**src/rtl/imem_loader_if.sv**
```systemverilog
// Byte-stream handshake and instruction-memory write port of imem_loader.
// The loader is the slave; the stream source and memory model sit on master.
interface imem_loader_if #(
  parameter int AW = 5
) ();
  logic [7:0]    in_data;
  logic          in_valid;
  logic          in_ready;
  logic          mem_we;
  logic [AW-1:0] mem_addr;
  logic [31:0]   mem_wdata;

  modport master (
    output in_data,
    output in_valid,
    input  in_ready,
    input  mem_we,
    input  mem_addr,
    input  mem_wdata
  );

  modport slave (
    input  in_data,
    input  in_valid,
    output in_ready,
    output mem_we,
    output mem_addr,
    output mem_wdata
  );
endinterface

```
**src/rtl/imem_loader.sv**
```systemverilog
// Packs a little-endian byte stream into 32-bit words and writes them to IMEM from word 0.
// Optional trailing XOR checksum word is enabled by IMEM_LOADER_CHECKSUM_EN.
module imem_loader #(
  parameter int DEPTH = 32,
  parameter int AW    = 5
) (
  input  logic         i_clk,
  input  logic         i_rst_n,
  input  logic         i_start,
  input  logic [AW:0]  i_num_words,
  imem_loader_if.slave bus,
  output logic         o_busy,
  output logic         o_done,
  output logic         o_err
);
  localparam logic [2:0] S_IDLE  = 3'd0;
  localparam logic [2:0] S_LOAD  = 3'd1;
  localparam logic [2:0] S_WRITE = 3'd2;
  localparam logic [2:0] S_FIN   = 3'd4;
`ifdef IMEM_LOADER_CHECKSUM_EN
  localparam logic [2:0] S_CHECK = 3'd3;
  localparam logic [2:0] S_AFTER = S_CHECK;
`else
  localparam logic [2:0] S_AFTER = S_FIN;
`endif
  localparam logic [AW:0] L_DEPTH = (AW+1)'(DEPTH);

  logic [2:0]  r_state;
  logic [AW:0] r_len;
  logic [AW:0] r_wcnt;
  logic [1:0]  r_bcnt;
  logic [31:0] r_asm;

  logic        w_hs;
  logic        w_last_byte;
  logic        w_accept;
  logic [AW:0] w_len_start;
  logic [AW:0] w_wcnt_nxt;
  logic [31:0] w_word;

  function automatic logic [AW:0] clamp_len(input logic [AW:0] n);
    return (n > L_DEPTH) ? L_DEPTH : n;
  endfunction

  assign w_len_start = clamp_len(i_num_words);
  assign w_accept    = (r_state == S_IDLE) && i_start;
  assign w_hs        = bus.in_valid && bus.in_ready;
  assign w_last_byte = w_hs && (r_bcnt == 2'd3);
  assign w_wcnt_nxt  = r_wcnt + 1'b1;
  // New byte enters at the top, so after four shifts byte 0 sits in [7:0].
  assign w_word      = {bus.in_data, r_asm[31:8]};

`ifdef IMEM_LOADER_CHECKSUM_EN
  assign bus.in_ready = (r_state == S_LOAD) || (r_state == S_CHECK);
`else
  assign bus.in_ready = (r_state == S_LOAD);
`endif
  assign bus.mem_we    = (r_state == S_WRITE);
  assign bus.mem_addr  = bus.mem_we ? r_wcnt[AW-1:0] : '0;
  assign bus.mem_wdata = bus.mem_we ? r_asm : '0;
  assign o_busy        = (r_state != S_IDLE);
  assign o_done        = (r_state == S_FIN);

  always_ff @(posedge i_clk or negedge i_rst_n) begin
    if (!i_rst_n) begin
      r_state <= S_IDLE;
      r_len   <= '0;
      r_wcnt  <= '0;
      r_bcnt  <= '0;
    end else begin
      case (r_state)
        S_IDLE: begin
          if (i_start) begin
            r_len   <= w_len_start;
            r_wcnt  <= '0;
            r_bcnt  <= '0;
            r_state <= (w_len_start == '0) ? S_FIN : S_LOAD;
          end
        end
        S_LOAD: begin
          if (w_hs) begin
            r_bcnt <= r_bcnt + 1'b1;
            if (w_last_byte) r_state <= S_WRITE;
          end
        end
        S_WRITE: begin
          r_wcnt  <= w_wcnt_nxt;
          r_state <= (w_wcnt_nxt == r_len) ? S_AFTER : S_LOAD;
        end
`ifdef IMEM_LOADER_CHECKSUM_EN
        S_CHECK: begin
          if (w_hs) begin
            r_bcnt <= r_bcnt + 1'b1;
            if (w_last_byte) r_state <= S_FIN;
          end
        end
`endif
        S_FIN:   r_state <= S_IDLE;
        default: r_state <= S_IDLE;
      endcase
    end
  end

  always_ff @(posedge i_clk) begin
    if (w_hs) r_asm <= w_word;
  end

`ifdef IMEM_LOADER_CHECKSUM_EN
  logic [31:0] r_csum;
  logic        r_err;

  always_ff @(posedge i_clk) begin
    if (w_accept)                 r_csum <= '0;
    else if (r_state == S_WRITE)  r_csum <= r_csum ^ r_asm;
  end

  always_ff @(posedge i_clk or negedge i_rst_n) begin
    if (!i_rst_n)                                r_err <= 1'b0;
    else if (w_accept)                           r_err <= 1'b0;
    else if ((r_state == S_CHECK) && w_last_byte) r_err <= (w_word != r_csum);
  end

  assign o_err = r_err;
`else
  assign o_err = 1'b0;
`endif
endmodule
```
**src/flat_wrapper.sv**
```systemverilog
// flat-port wrapper written by rule: the top's interface ports become plain ports
module imem_loader_flat 
#(
  parameter int DEPTH = 32,
  parameter int AW    = 5
)
  (i_clk, i_rst_n, i_start, i_num_words, o_busy, o_done, o_err, bus_in_data, bus_in_valid, bus_in_ready, bus_mem_we, bus_mem_addr, bus_mem_wdata);
  imem_loader_if #(.AW(AW)) bus_i ();
  input  logic i_clk;
  input  logic i_rst_n;
  input  logic i_start;
  input  logic [AW:0] i_num_words;
  output logic o_busy;
  output logic o_done;
  output logic o_err;
  input wire logic [$bits(bus_i.in_data)-1:0] bus_in_data;
  input wire logic [$bits(bus_i.in_valid)-1:0] bus_in_valid;
  output wire logic [$bits(bus_i.in_ready)-1:0] bus_in_ready;
  output wire logic [$bits(bus_i.mem_we)-1:0] bus_mem_we;
  output wire logic [$bits(bus_i.mem_addr)-1:0] bus_mem_addr;
  output wire logic [$bits(bus_i.mem_wdata)-1:0] bus_mem_wdata;
  assign bus_i.in_data = bus_in_data;
  assign bus_i.in_valid = bus_in_valid;
  assign bus_in_ready = bus_i.in_ready;
  assign bus_mem_we = bus_i.mem_we;
  assign bus_mem_addr = bus_i.mem_addr;
  assign bus_mem_wdata = bus_i.mem_wdata;
  imem_loader #(.DEPTH(DEPTH), .AW(AW)) u_core (.i_clk(i_clk), .i_rst_n(i_rst_n), .i_start(i_start), .i_num_words(i_num_words), .bus(bus_i), .o_busy(o_busy), .o_done(o_done), .o_err(o_err));
endmodule
```
**config.mk**
```make
export PLATFORM = sky130hd
export DESIGN_NAME = imem_loader_flat
export DESIGN_NICKNAME = d
export VERILOG_FILES = /design/src/rtl/imem_loader_if.sv /design/src/rtl/imem_loader.sv /design/src/flat_wrapper.sv
export SDC_FILE = /design/constraint.sdc
export NUM_CORES = 1
export LEC_CHECK = 0
export BUFFER_PORTS_ARGS = -buffer_cell sky130_fd_sc_hd__buf_4
export CORE_UTILIZATION = 55
export CTS_CLUSTER_SIZE = 12
export DETAILED_ROUTE_END_ITERATION = 12
export HOLD_SLACK_MARGIN = 0.05
export PLACE_DENSITY = 0.83
export SLEW_MARGIN = 10
export SYNTH_ARGS = -nofsm -noshare
export SYNTH_HDL_FRONTEND = slang
export SYNTH_SLANG_ARGS = --single-unit
```
**constraint.sdc**
```tcl
create_clock -name i_clk -period 3.8 [get_ports i_clk]
set_input_delay 0.76 -clock i_clk [delete_from_list [all_inputs] [get_ports i_clk]]
set_output_delay 0.76 -clock i_clk [all_outputs]
set_load 0.01 [all_outputs]
```
# --- After elaboration in Yosys (flattened, before gate mapping) ---
# Cells that the tools add are included.
op_classes:
  add_sub_neg: 2
  n_lt_le_gt_ge: 1
  eq_ne: 8
  muxes: 14
  reduce_logical: 11
op_table:
  columns: ["op", "count"]
  rows:
  - ["32-bit 2-to-1 mux", 1]
  - ["3-bit 2-to-1 mux", 5]
  - ["6-bit 2-to-1 mux", 2]
  - ["6-bit case mux with 2 select lines", 1]
  - ["3-bit case mux with 3 select lines", 1]
  - ["6-bit by 1-bit adder with 6-bit output (second input constant)", 1]
  - ["6-bit == test", 1]
  - ["6-bit > comparator (second input constant)", 1]
  - ["6-bit logical NOT", 1]
  - ["2-bit inequality test (second input constant)", 3]
  - ["3-bit AND reduction", 2]
  - ["5-bit 2-to-1 mux", 1]
  - ["2-bit 2-to-1 mux", 2]
  - ["2-bit case mux with 2 select lines", 1]
  - ["2-bit AND reduction", 2]
  - ["2-bit nonzero test", 2]
  - ["3-bit by 1-bit == test with 1-bit output (second input constant)", 1]
  - ["3-bit by 2-bit == test with 1-bit output (second input constant)", 1]
  - ["3-bit == test (second input constant)", 1]
  - ["3-bit logical NOT", 1]
  - ["3-bit nonzero test", 1]
  - ["2-bit by 1-bit adder with 2-bit output (second input constant)", 1]
  - ["2-bit == test (second input constant)", 1]
  - ["1-bit logical AND", 2]
totals:
  register_bits: 49
  inputBits: 18
  output_inout_bits: 42
  word_cells: 41

# --- Longest topological paths before layout ---
# Gate-level depths: netlist (run 1).
depth:
  ltp_word: 6
  depth_mapped: 6
  mapped_depth_nobuf: 6

# --- Least setup slack after synthesis (run 1) ---
# Ideal clock, no wire load.
synth_timing:
  kind: "reg-to-output"
  startpoint: "reg u_core.r_state[0]"
  endpoint: "out bus_mem_addr[0]"
  arrival_ps: 1168
  slack_ps: 1872
  path_stages_with_launch: 5
  n_path_buf: 2
  path_cell_list: "dfrtp_1 nor2_1 buf_2 clkbuf_1 and3_1"
synth_via:
  elab_chain_cells: 2
synth_rtl:
  columns: ["element", "line", "source"]
  rows:
  - ["from (decl)", "imem_loader.sv:28", "logic [2:0] r_state;"]
  - ["from (signal assigned)", "imem_loader.sv:77", "r_state <= (w_len_start == '0) ? S_FIN : S_LOAD;"]
  - ["from (signal assigned)", "imem_loader.sv:88", "r_state <= (w_wcnt_nxt == r_len) ? S_AFTER : S_LOAD;"]
  - ["3-bit by 2-bit == test with 1-bit output", "imem_loader.sv:58", "assign bus.mem_we = (r_state == S_WRITE);"]
  - ["5-bit 2-to-1 mux", "imem_loader.sv:59", "assign bus.mem_addr = bus.mem_we ? r_wcnt[AW-1:0] : '0;"]
  - ["to (decl)", "flat_wrapper.sv:20", "output wire logic [$bits(bus_i.mem_addr)-1:0] bus_mem_addr;"]
# No other way between the ends.

# --- Final worst setup path (run 1) ---
layout_timing:
  startpoint: "reg u_core.r_state[1]"
  endpoint: "out bus_mem_we"
layout_via:
  elab_chain_cells: 1
layout_rtl:
  columns: ["element", "line", "source"]
  rows:
  - ["3-bit by 2-bit == test with 1-bit output", "imem_loader.sv:58", null]
  - ["to (decl)", "flat_wrapper.sv:19", "output wire logic [$bits(bus_i.mem_we)-1:0] bus_mem_we;"]
# No other way between the ends.

==> flow_summary.rst, run 1 <==
.. list-table::
   :header-rows: 1

   * - Metric
     - Value
   * - Result of the run
     - finished clean
   * - Max-Slew Margin vs Limit
     - 28.6%
   * - Final Cycle Share
     - 76.5%
   * - Count of unique library cells instantiated by Yosys
     - 44
   * - Final routed wirelength across all metal layers
     - 4150 um
   * - Clock period minus final worst setup slack
     - 2910 ps
   * - Area enclosed by the die boundary
     - 4370 sq um
   * - Top-area cell type share of the netlist area
     - 42.5%
   * - Synthesized instance count
     - 187
   * - Kind of start point of the critical path
     - register
   * - Post CTS Setup Buffer Count
     - 0
   * - Number of flops mapped to enable cells by yosys
     - 32
   * - Worst-case vdd ir drop
     - roughly 320 uV
   * - Clock-pin transition on the worst setup and hold timing paths
     - 90 ps
   * - Final routed DRC violation total
     - 0
   * - Final-report setup violation count
     - 0
   * - Number of primary I/O pins
     - 60
   * - Critical setup path kind
     - reg -> out
   * - Primary flip-flop cell chosen by synthesis mapping
     - sky130_fd_sc_hd__edfxtp_1
   * - Chip Height
     - 66.1 um
   * - Setup skew after layout
     - between 7 and 8 ps
   * - Core Util, Final
     - 73.6%
   * - Max Transition Viols Final
     - 0
   * - Initial DRT Pass Iterations
     - 4
   * - Leak
     - about 1.3 nW
   * - Final hold slack
     - 292 ps
   * - Routed wirelength normalized by instance count
     - ~14 um
   * - Global-route total usage across every layer
     - a little over a fifth
   * - Number of filler instances in the final layout
     - 257
   * - HPWL after DPL
     - a little under 3000 um
   * - Final instance area
     - 2800 sq um
   * - Post-Place Cell Area
     - 2690 sq um
   * - Vias
     - 1,567
   * - Max Fanout on Critical Path
     - 44
   * - Number of non-filler instances in the completed layout
     - around 290
   * - Total of warnings raised by yosys
     - 0
   * - Total congestion overflow after global routing
     - 0
   * - P per Cell Area
     - between 500 and 600 nW/um^2
   * - Total number of placement rows
     - 22
   * - Post-Place Setup Slack
     - about 1300 ps
   * - Max-Cap Viols
     - 0
   * - Count of instances resized after the clock tree is built
     - 0
   * - Total core area
     - 3800 sq um
   * - Max Root-Sink Buffers
     - 2
   * - Arrival @ worst endpoint
     - 2150 ps
   * - Portion of the post-synthesis area used by sequential elements
     - between 60% and 70%
   * - Antenna viol nets, final
     - 0
   * - Cell type contributing the most total cell area after synthesis
     - sky130_fd_sc_hd__edfxtp_1
   * - Final TNS setup
     - 0 ps
   * - Antenna violations before repair
     - 0
   * - Clock tree from TritonCTS
     - done
   * - Placer's final routability congestion estimate
     - 0.790
   * - Clock buffer count from CTS
     - 5
   * - Data required time at the worst endpoint
     - 3040 ps
   * - Total standard cell area after synthesis
     - around 2300 sq um
   * - Worst skew pair latency
     - 310 ps
   * - Per-instance average area after synthesis
     - 12.1 sq um
   * - H-Tree Level Count
     - 2
   * - Synthesis-to-layout area growth
     - 23.7%
   * - RSZ-0062 raised after global routing
     - no
   * - Number of antenna repair diodes
     - 0
   * - Min setup slack post-route
     - about 890 ps
   * - Clk root buf
     - sky130_fd_sc_hd__clkbuf_8
   * - Net total in the final layout
     - 259
   * - Share of post-route cells with drive strength above 1
     - roughly 31%
   * - Number of storage elements in the synthesis netlist
     - between 40 and 50
   * - Count of hold buffers inserted by post-cts repair
     - 0
   * - Ratio of routed vias to standard cells
     - 5.44
   * - Die X-Extent
     - 66.1 um
   * - Net count after synthesis
     - about 210
   * - Slew @ Worst Pin
     - between 1000 and 1500 ps
   * - Timing-limited maximum frequency
     - 344 MHz
   * - Via count of the first global-routing pass
     - 1,428
   * - Power after layout
     - 1.57 mW
   * - Clock net sink count
     - just under 50
   * - Initial Util
     - 59.5%
   * - Min-delay worst type
     - in -> async
   * - Share of async-settable or async-resettable flops after synthesis
     - about a third
   * - Wire length of the first global-routing pass
     - 6770 um
   * - Pin count of the biggest net entering global routing
     - 45
   * - Final-report hold violation count
     - 0
   * - Kind of capture point of the worst setup path
     - primary output
   * - Ranking of synthesized cells by area
     - sky130_fd_sc_hd__edfxtp_1, sky130_fd_sc_hd__dfrtp_1, sky130_fd_sc_hd__and3_1
   * - Port bufs
     - 58
   * - Placed cell count
     - 280
   * - Count of routing violations after the opening detailed-route iteration
     - 50
-- cells by family after synthesis --
kind of cell    Yosys count  share of synthesized area [%]
flops                    49                           61.3
mux                       2                          0.996
fa+ha+maj                 2                           1.11
xor+xnor                  6                           2.32
compound gates           29                           8.69
simple gates             82                           21.6
buf+inv                  16                           3.82
other cells               1                          0.166
-- path summary, 6_finish.rpt --
| path | from | to | slack, ps | cells past startpoint |
|---|---|---|---|---|
| min reg2reg | u_core.r_asm[29]$_DFFE_PP_ | u_core.r_asm[21]$_DFFE_PP_ | 440 | 0 |
| max in group asynchronous | i_rst_n | u_core.r_len[5]$_DFFE_PN0P_ | 3310 | 1 |
| min | i_rst_n | u_core.r_len[4]$_DFFE_PN0P_ | 290 | 1 |
| max reg2reg | u_core.r_state[1]$_DFFE_PN0P_ | u_core.r_bcnt[0]$_DFFE_PN0P_ | 1400 | 4 |
| max | u_core.r_state[1]$_DFFE_PN0P_ | bus_mem_we | 890 | 3 |
| min in group i_clk | u_core.r_asm[29]$_DFFE_PP_ | u_core.r_asm[21]$_DFFE_PP_ | 440 | 0 |
-- worst max-delay path: stages, from the launching register on --
cell and delay [ps]:
sky130_fd_sc_hd__dfrtp_1 1060, sky130_fd_sc_hd__nand2_1 420, sky130_fd_sc_hd__inv_2 210, sky130_fd_sc_hd__buf_4 150
-- report_power, final --
group          leakage, nW  total [mW]  internal, mW  switching, mW
Clock               0.0518       0.364         0.194          0.171
Sequential           0.529       0.838         0.731          0.108
Combinational        0.766       0.365         0.165          0.200
-- metal layers --
layer  share of wire (%)  GRT usage [%]
met5                   0              0
met1                  45           30.3
met4                 1.4           7.98
met2                  45           31.6
met3                 7.7           6.55
-- layout make-up --
cell class	count	area [sq um]	area share, %
Clock buffer	5	68.8	2.46
Clock inverter	3	41.3	1.48
Inverter	2	7.51	0.268
Multi-Input combinational cell	122	791	28.3
Sequential cell	49	1390	49.6
Tap cell	48	60.1	2.15
Timing Repair Buffer	59	443	15.8
-- cells in the final DEF (no fill, tap or decap), types with 2 or more instances in the layout --
master                     count
sky130_fd_sc_hd__buf_4        59
sky130_fd_sc_hd__and3_1       39
sky130_fd_sc_hd__edfxtp_1     32
sky130_fd_sc_hd__dfrtp_1      17
sky130_fd_sc_hd__nand2_1      15
sky130_fd_sc_hd__nand2b_1      9
sky130_fd_sc_hd__o21ai_1       7
sky130_fd_sc_hd__o21ai_0       6
sky130_fd_sc_hd__clkbuf_8      5
sky130_fd_sc_hd__xor2_1        4
sky130_fd_sc_hd__nand3_1       4
sky130_fd_sc_hd__a21oi_1       4
sky130_fd_sc_hd__nor2_1        3
sky130_fd_sc_hd__nand4_1       2
sky130_fd_sc_hd__xnor2_1       2
sky130_fd_sc_hd__ha_1          2
-- registers in the layout (all words and copies together) (netlist names) --
register,count
u_core.r_bcnt,2
u_core.r_asm,32
u_core.r_wcnt,6
u_core.r_len,6
u_core.r_state,3
-- synthesized netlist by cell type, drive strengths merged, types with 2 or more instances --
cell type,number
nand3,4
nand4,2
edfxtp,32
xor2,4
nor2,4
clkbuf,7
inv,2
o21ai,13
dfrtp,17
a21oi,4
nand2,16
and3,39
xnor2,2
ha,2
nand2b,9
buf,7
nor3b,2
mux2,2
(Power assumes the default switching activity.)
==> inputs of run 2 (changes only) <==
CORE_UTILIZATION = 52   (was 55)
PLACE_DENSITY = 0.79   (was 0.83)
clock period = 2.85 ns   (was 3.8 ns; I/O delays follow)
==> run 2 against run 1 <==
Net effect:
- via count up 2.4%
- highest routed layer unchanged
- worst hold slack worse by 180 ps
- flip-flop and latch count unchanged
- critical path type unchanged
- non-clock buffer count up 4
- largest cell class unchanged
- count of clock-buffer cells in the layout up 1
==> flow_summary.rst, run 2 (synthesis results as in run 1) <==
.. list-table::
   :header-rows: 1

   * - Metric
     - Value
   * - Antenna viol nets, final
     - 0
   * - Max FFs per register
     - 32
   * - Placed cell count
     - 286
   * - Clock buffer count from CTS
     - 5
   * - Final routed wirelength across all metal layers
     - 4310 um
   * - Clock net sink count
     - 49
   * - Clock tree from TritonCTS
     - done
   * - Setup skew after layout
     - about 7.5 ps
   * - Biggest registers after layout
     - u_core.r_asm: 32 flops, u_core.r_len: 6 flops, u_core.r_wcnt: 6 flops
   * - Result of the run
     - finished clean
   * - Clock period minus final worst setup slack
     - 2160 ps
   * - Total core area
     - 4090 sq um
   * - Routed wirelength normalized by instance count
     - 14.7 um
   * - Count of hold buffers inserted by post-cts repair
     - 0
   * - Post CTS Setup Buffer Count
     - 0
   * - Final hold slack
     - 112 ps
   * - Most frequent cells in the layout
     - sky130_fd_sc_hd__buf_4, sky130_fd_sc_hd__and3_1, sky130_fd_sc_hd__edfxtp_1
   * - Placer's final routability congestion estimate
     - 0.819
   * - Leak
     - 1.35 nW
   * - Kind of capture point of the worst setup path
     - primary output
   * - Final Cycle Share
     - about 76%
   * - Max Fanout on Critical Path
     - 35
   * - Total congestion overflow after global routing
     - 0
   * - Min-delay worst type
     - in -> async
   * - Final routed DRC violation total
     - 0
   * - Die X-Extent
     - slightly below 70 um
   * - Antenna violations before repair
     - 0
   * - Via count of the first global-routing pass
     - between 1,000 and 1,500
   * - Timing-limited maximum frequency
     - 463 MHz
   * - Count of instances resized after the clock tree is built
     - 0
   * - Number of antenna repair diodes
     - 0
   * - Global-route total usage across every layer
     - approximately a fifth
   * - H-Tree Level Count
     - 2
   * - Clk root buf
     - sky130_fd_sc_hd__clkbuf_8
   * - Kind of start point of the critical path
     - register
   * - Worst-case vdd ir drop
     - 483 uV
   * - Chip Height
     - 67.9 um
   * - Synthesis-to-layout area growth
     - 24.2%
   * - Arrival @ worst endpoint
     - 1590 ps
   * - Number of primary I/O pins
     - 60
   * - Initial DRT Pass Iterations
     - 4
   * - Count of routing violations after the opening detailed-route iteration
     - a little over 80
   * - Max Transition Viols Final
     - 0
   * - Total number of placement rows
     - 23
   * - Register with the highest flop count
     - u_core.r_asm
   * - Ratio of routed vias to standard cells
     - about 5.5
   * - Final-report setup violation count
     - 0
   * - Final-report hold violation count
     - 0
   * - RSZ-0062 raised after global routing
     - no
   * - Critical setup path kind
     - reg -> out
   * - Net total in the final layout
     - 263
   * - Final TNS setup
     - 0 ps
   * - HPWL after DPL
     - 3020 um
   * - Data required time at the worst endpoint
     - ~2300 ps
   * - Most frequent standard cell in the layout excluding fill and tap cells
     - sky130_fd_sc_hd__buf_4
   * - Initial Util
     - between 50% and 60%
   * - Area enclosed by the die boundary
     - 4620 sq um
   * - Clock-pin transition on the worst setup and hold timing paths
     - about 90 ps
   * - Port bufs
     - 58
   * - Number of non-filler instances in the completed layout
     - ~290
   * - Max Root-Sink Buffers
     - 2
   * - Worst skew pair latency
     - 310 ps
   * - P per Cell Area
     - 723 nW/um^2
   * - Vias
     - 1,605
   * - Pin count of the biggest net entering global routing
     - 39
   * - Share of post-route cells with drive strength above 1
     - between 30% and 40%
   * - Max-Cap Viols
     - 0
   * - Wire length of the first global-routing pass
     - between 6000 and 7000 um
[run 2: changes by cell type in the layout (fill, tap and decap cells not counted)]
cell	delta
sky130_fd_sc_hd__clkbuf_1	+1
sky130_fd_sc_hd__clkinvlp_4	+1
sky130_fd_sc_hd__buf_4	+4
sky130_fd_sc_hd__clkinv_1	-1
sky130_fd_sc_hd__bufinv_16	-1
[run 2: final timing paths]
kind / start / end / slack, ps / cells after the start
max: u_core.r_state[1]$_DFFE_PN0P_ / bus_mem_wdata[27] / 690 / 3
min: i_rst_n / u_core.r_len[5]$_DFFE_PN0P_ / 110 / 1
max reg2reg: u_core.r_wcnt[0]$_DFFE_PN0P_ / u_core.r_state[2]$_DFFE_PN0P_ / 1070 / 5
min reg2reg: u_core.r_asm[23]$_DFFE_PP_ / u_core.r_asm[15]$_DFFE_PP_ / 440 / 0
max in group asynchronous: i_rst_n / u_core.r_len[4]$_DFFE_PN0P_ / 2540 / 1
min in group i_clk: bus_in_data[1] / u_core.r_asm[25]$_DFFE_PP_ / 440 / 1
[run 2: cell type report]
type	count	area, sq um
inverters	2	7.51
multi-input cells	122	791
clock inverters	2	15.0
well taps	50	62.6
flip-flops and latches	49	1390
fillers	325	1280
repair buffers	63	473
clock buffers	6	72.6
[run 2: power by group]
| group | leakage (nW) | internal, mW | total, mW | switching (mW) |
|---|---|---|---|---|
| registers | 0.529 | 0.973 | 1.10 | 0.127 |
| logic | 0.785 | 0.235 | 0.530 | 0.295 |
| clock network | 0.0374 | 0.173 | 0.400 | 0.227 |
[run 2: metrics by stage]
stage / instance area, sq um / util [%] / setup slack (ps) / power (mW)
after CTS: 2810 / 68.7 / 689 / 2.04
after global placement: 2720 / 66.6 / 1100 / 1.62
final: 2810 / 68.7 / 690 / 2.03
after global routing: 2810 / 68.7 / 614 / 2.15
after detailed placement: 2720 / 66.6 / 1050 / 1.65
after floorplan: 2260 / - / 1020 / 1.46
[run 2: metal layers]
layer	wire [um]	vias up	global-route usage [%]
met4	55	0	10.2
met3	180	7	5.00
met1	2040	759	28.5
met2	2030	39	31.3
li1	-	800	-
met5	0	-	0
[run 2: critical path: stages, from the launching register on]
cell and delay (ps):
sky130_fd_sc_hd__dfrtp_1 570, sky130_fd_sc_hd__buf_4 350, sky130_fd_sc_hd__and3_1 230, sky130_fd_sc_hd__buf_4 130
==> inputs of run 3 (changes only) <==
ABC_AREA = 1   (was unset)
clock period = 2.1 ns   (was 2.85 ns; I/O delays follow)
==> run 3 against run 2 <==
Net effect:
- wire length down 4.2%
- via count rose by 4.9%
- first-iteration DRC count up 41%
- combinational power grew 24%
- global-route usage fell by 1.0 points
- sequential power rose by 31%
- total power rose by 36%
- setup slack got worse by 560 ps
- non-clock buffer count fell by 2
- critical path type unchanged
==> flow_summary.rst, run 3 <==
.. list-table::
   :header-rows: 1

   * - Metric
     - Value
   * - Compound-gate portion of the synthesized area
     - 4.84%
   * - Data required time at the worst endpoint
     - 1680 ps
   * - Min setup slack post-route
     - ~130 ps
   * - Count of unique library cells instantiated by Yosys
     - 28
   * - Number of antenna repair diodes
     - 0
   * - Number of primary I/O pins
     - 60
   * - Critical setup path kind
     - reg -> out
   * - Total number of placement rows
     - 23
   * - Worst skew pair latency
     - approximately 310 ps
   * - Count of routing violations after the opening detailed-route iteration
     - between 100 and 150
   * - Synthesized-area fraction occupied by xor and xnor cells
     - 0%
   * - Max FFs per register
     - 32
   * - Port bufs
     - 58
   * - Final-report hold violation count
     - 0
   * - Wire length of the first global-routing pass
     - 6710 um
   * - Clock share of power
     - about 24%
   * - Clock buffer count from CTS
     - 5
   * - Number of flops mapped to enable cells by yosys
     - 32
   * - Antenna violations before repair
     - 0
   * - Most frequent standard cell in the layout excluding fill and tap cells
     - sky130_fd_sc_hd__buf_4
   * - Synthesized instance count
     - around 250
   * - Final hold slack
     - 284 ps
   * - Max Root-Sink Buffers
     - 2
   * - Most instantiated library cell after synthesis
     - sky130_fd_sc_hd__inv_1
   * - Number of storage elements in the synthesis netlist
     - 49
   * - Result of the run
     - finished clean
   * - Part of the total power dissipated in sequential elements
     - 52.0%
   * - Placed cell count
     - 349
   * - HPWL after DPL
     - 2940 um
   * - Synth Area in Adders
     - 1.10%
   * - Max Transition Viols Final
     - 0
   * - Register with the highest flop count
     - u_core.r_asm
   * - Portion of the post-synthesis area used by sequential elements
     - 60.9%
   * - Final TNS setup
     - 0 ps
   * - Chip Height
     - 68.2 um
   * - Final Cycle Share
     - about 94%
   * - Post-Place Setup Slack
     - 335 ps
   * - Net total in the final layout
     - 327
   * - Setup skew after layout
     - around 14 ps
   * - Share of async-settable or async-resettable flops after synthesis
     - 34.7%
   * - Synthesis-to-layout area growth
     - 26.9%
   * - Total standard cell area after synthesis
     - 2280 sq um
   * - Mux contribution to synthesized area
     - 0%
   * - Ratio of routed vias to standard cells
     - 4.70
   * - Kind of capture point of the worst setup path
     - primary output
   * - Net count after synthesis
     - 265
   * - Total core area
     - 4120 sq um
   * - Number of non-filler instances in the completed layout
     - about 360
   * - Internal portion of total power
     - 1.92 mW
   * - Most frequent cells in the layout
     - sky130_fd_sc_hd__buf_4, sky130_fd_sc_hd__inv_1, sky130_fd_sc_hd__nor2_1
   * - Net switching power of the design
     - ~840 uW
   * - Max Fanout on Critical Path
     - 41
   * - RSZ-0062 raised after global routing
     - no
   * - Per-instance average area after synthesis
     - 9.29 sq um
   * - Timing-limited maximum frequency
     - 508 MHz
   * - Arrival @ worst endpoint
     - 1550 ps
   * - Initial Util
     - between 50 and 60%
   * - Number of filler instances in the final layout
     - 303
   * - Area enclosed by the die boundary
     - 4650 sq um
   * - Pin count of the biggest net entering global routing
     - 42
   * - Clock tree from TritonCTS
     - done
   * - Top-area cell type share of the netlist area
     - between 40% and 50%
   * - Final routed wirelength across all metal layers
     - 4130 um
   * - Final routed DRC violation total
     - 0
   * - Clock-pin transition on the worst setup and hold timing paths
     - 90 ps
   * - Final-report setup violation count
     - 0
   * - H-Tree Level Count
     - 2
   * - Placer's final routability congestion estimate
     - 0.815
   * - Total of warnings raised by yosys
     - 0
   * - Max-Cap Viols
     - 0
   * - Die X-Extent
     - 68.2 um
   * - P per Cell Area
     - 956 nW/um^2
   * - Area share of and/or/nand/nor cells after synthesis
     - a little over a fifth
   * - Share of post-route cells with drive strength above 1
     - approximately a quarter
   * - Vias
     - roughly 1,700
   * - Via count of the first global-routing pass
     - 1,566
   * - Initial DRT Pass Iterations
     - 4
   * - Primary flip-flop cell chosen by synthesis mapping
     - sky130_fd_sc_hd__edfxtp_1
   * - Clk root buf
     - sky130_fd_sc_hd__clkbuf_8
   * - Switching share of power
     - a little under a third
   * - Post CTS Setup Buffer Count
     - 0
   * - Largest family of logic cells by synthesized area
     - simple AND/OR/NAND/NOR gates
   * - Global-route total usage across every layer
     - 19.9%
   * - Antenna viol nets, final
     - 0
   * - Biggest registers after layout
     - u_core.r_asm: 32 flops, u_core.r_len: 6 flops, u_core.r_wcnt: 6 flops
   * - Ranking of synthesized cells by area
     - sky130_fd_sc_hd__edfxtp_1, sky130_fd_sc_hd__dfrtp_1, sky130_fd_sc_hd__inv_1
   * - Clock period minus final worst setup slack
     - between 1500 and 2000 ps
   * - Routed wirelength normalized by instance count
     - 11.5 um
   * - Combinational cell fraction of total power
     - approximately a quarter
   * - Leak
     - 1.44 nW
   * - Cell type contributing the most total cell area after synthesis
     - sky130_fd_sc_hd__edfxtp_1
   * - Clock net sink count
     - 49
   * - Worst-case vdd ir drop
     - just under 700 uV
   * - Most used standard cells in the synthesized netlist
     - sky130_fd_sc_hd__inv_1, sky130_fd_sc_hd__nor2_1, sky130_fd_sc_hd__nand2_1
   * - Total congestion overflow after global routing
     - 0
   * - Min-delay worst type
     - in -> reg
   * - Kind of start point of the critical path
     - register
==> run 3: area by class of cell <==
class | count | area [sq um] | area share (%)
clock buffer | 5 | 68.8 | 2.38
clock inverter | 3 | 43.8 | 1.52
inverter | 58 | 220 | 7.62
multi-input combinational | 132 | 636 | 22.0
sequential | 49 | 1390 | 48.0
tap | 50 | 62.6 | 2.16
timing repair buffer | 61 | 473 | 16.4
==> run 3: power groups by stage <==
stage | Combinational (mW) | Clock, mW | Sequential (mW)
after floorplan | 0.442 | 0 | 1.43
after global placement | 0.640 | 0 | 1.45
after detailed placement | 0.654 | 0 | 1.46
after CTS | 0.665 | 0.680 | 1.44
after global routing | 0.752 | 0.719 | 1.47
final | 0.659 | 0.666 | 1.44
==> run 3: kinds of logic after synthesis <==
logic type | Yosys count
flops | 49
simple gates | 109
fa+ha+maj | 2
other cells | 1
compound gates | 20
buf+inv | 64
==> run 3: final timing paths <==
path / slack, ps / endpoint / cells after the start / from
max in group asynchronous: 1390 / u_core.r_wcnt[0]$_DFFE_PN0P_ / 2 / i_rst_n
min: 280 / u_core.r_asm[27]$_DFFE_PP_ / 1 / bus_in_data[3]
max: 130 / bus_mem_wdata[23] / 4 / u_core.r_state[0]$_DFFE_PN0P_
min in group asynchronous: 500 / u_core.r_len[3]$_DFFE_PN0P_ / 2 / i_rst_n
min reg2reg: 450 / u_core.r_asm[2]$_DFFE_PP_ / 0 / u_core.r_asm[10]$_DFFE_PP_
max reg2reg: 400 / u_core.r_state[0]$_DFFE_PN0P_ / 12 / u_core.r_wcnt[1]$_DFFE_PN0P_
==> run 3: metrics by stage <==
step,instance area (sq um),util (%),power (mW)
floorplan,2280,-,1.87
detailed placement,2770,67.2,2.11
global placement,2770,67.2,2.09
finish,2890,70.2,2.76
global route,2890,70.2,2.94
CTS,2890,70.2,2.78
==> run 3: critical path, cell delays in order (launching register included) <==
cell                      delay (ps)
sky130_fd_sc_hd__dfrtp_1         460
sky130_fd_sc_hd__nor3_4          260
sky130_fd_sc_hd__inv_4           180
sky130_fd_sc_hd__nor2_1          190
sky130_fd_sc_hd__buf_4           150
==> run 3: what timing repair did <==
item	in CTS	in global routing
hold endpoints to repair	17	0
endpoints found under the setup margin	1	0
resized for setup	1	0
hold buffers	1	0
==> run 3: metal layers <==
layer  vias to the layer above  GRT usage, %  wire length (um)
li1                        882             -                 -
met1                       749          24.2              1730
met2                        46          33.7              2140
met3                         6          4.33               190
met4                         0          8.59                66
met5                         -             0                 0
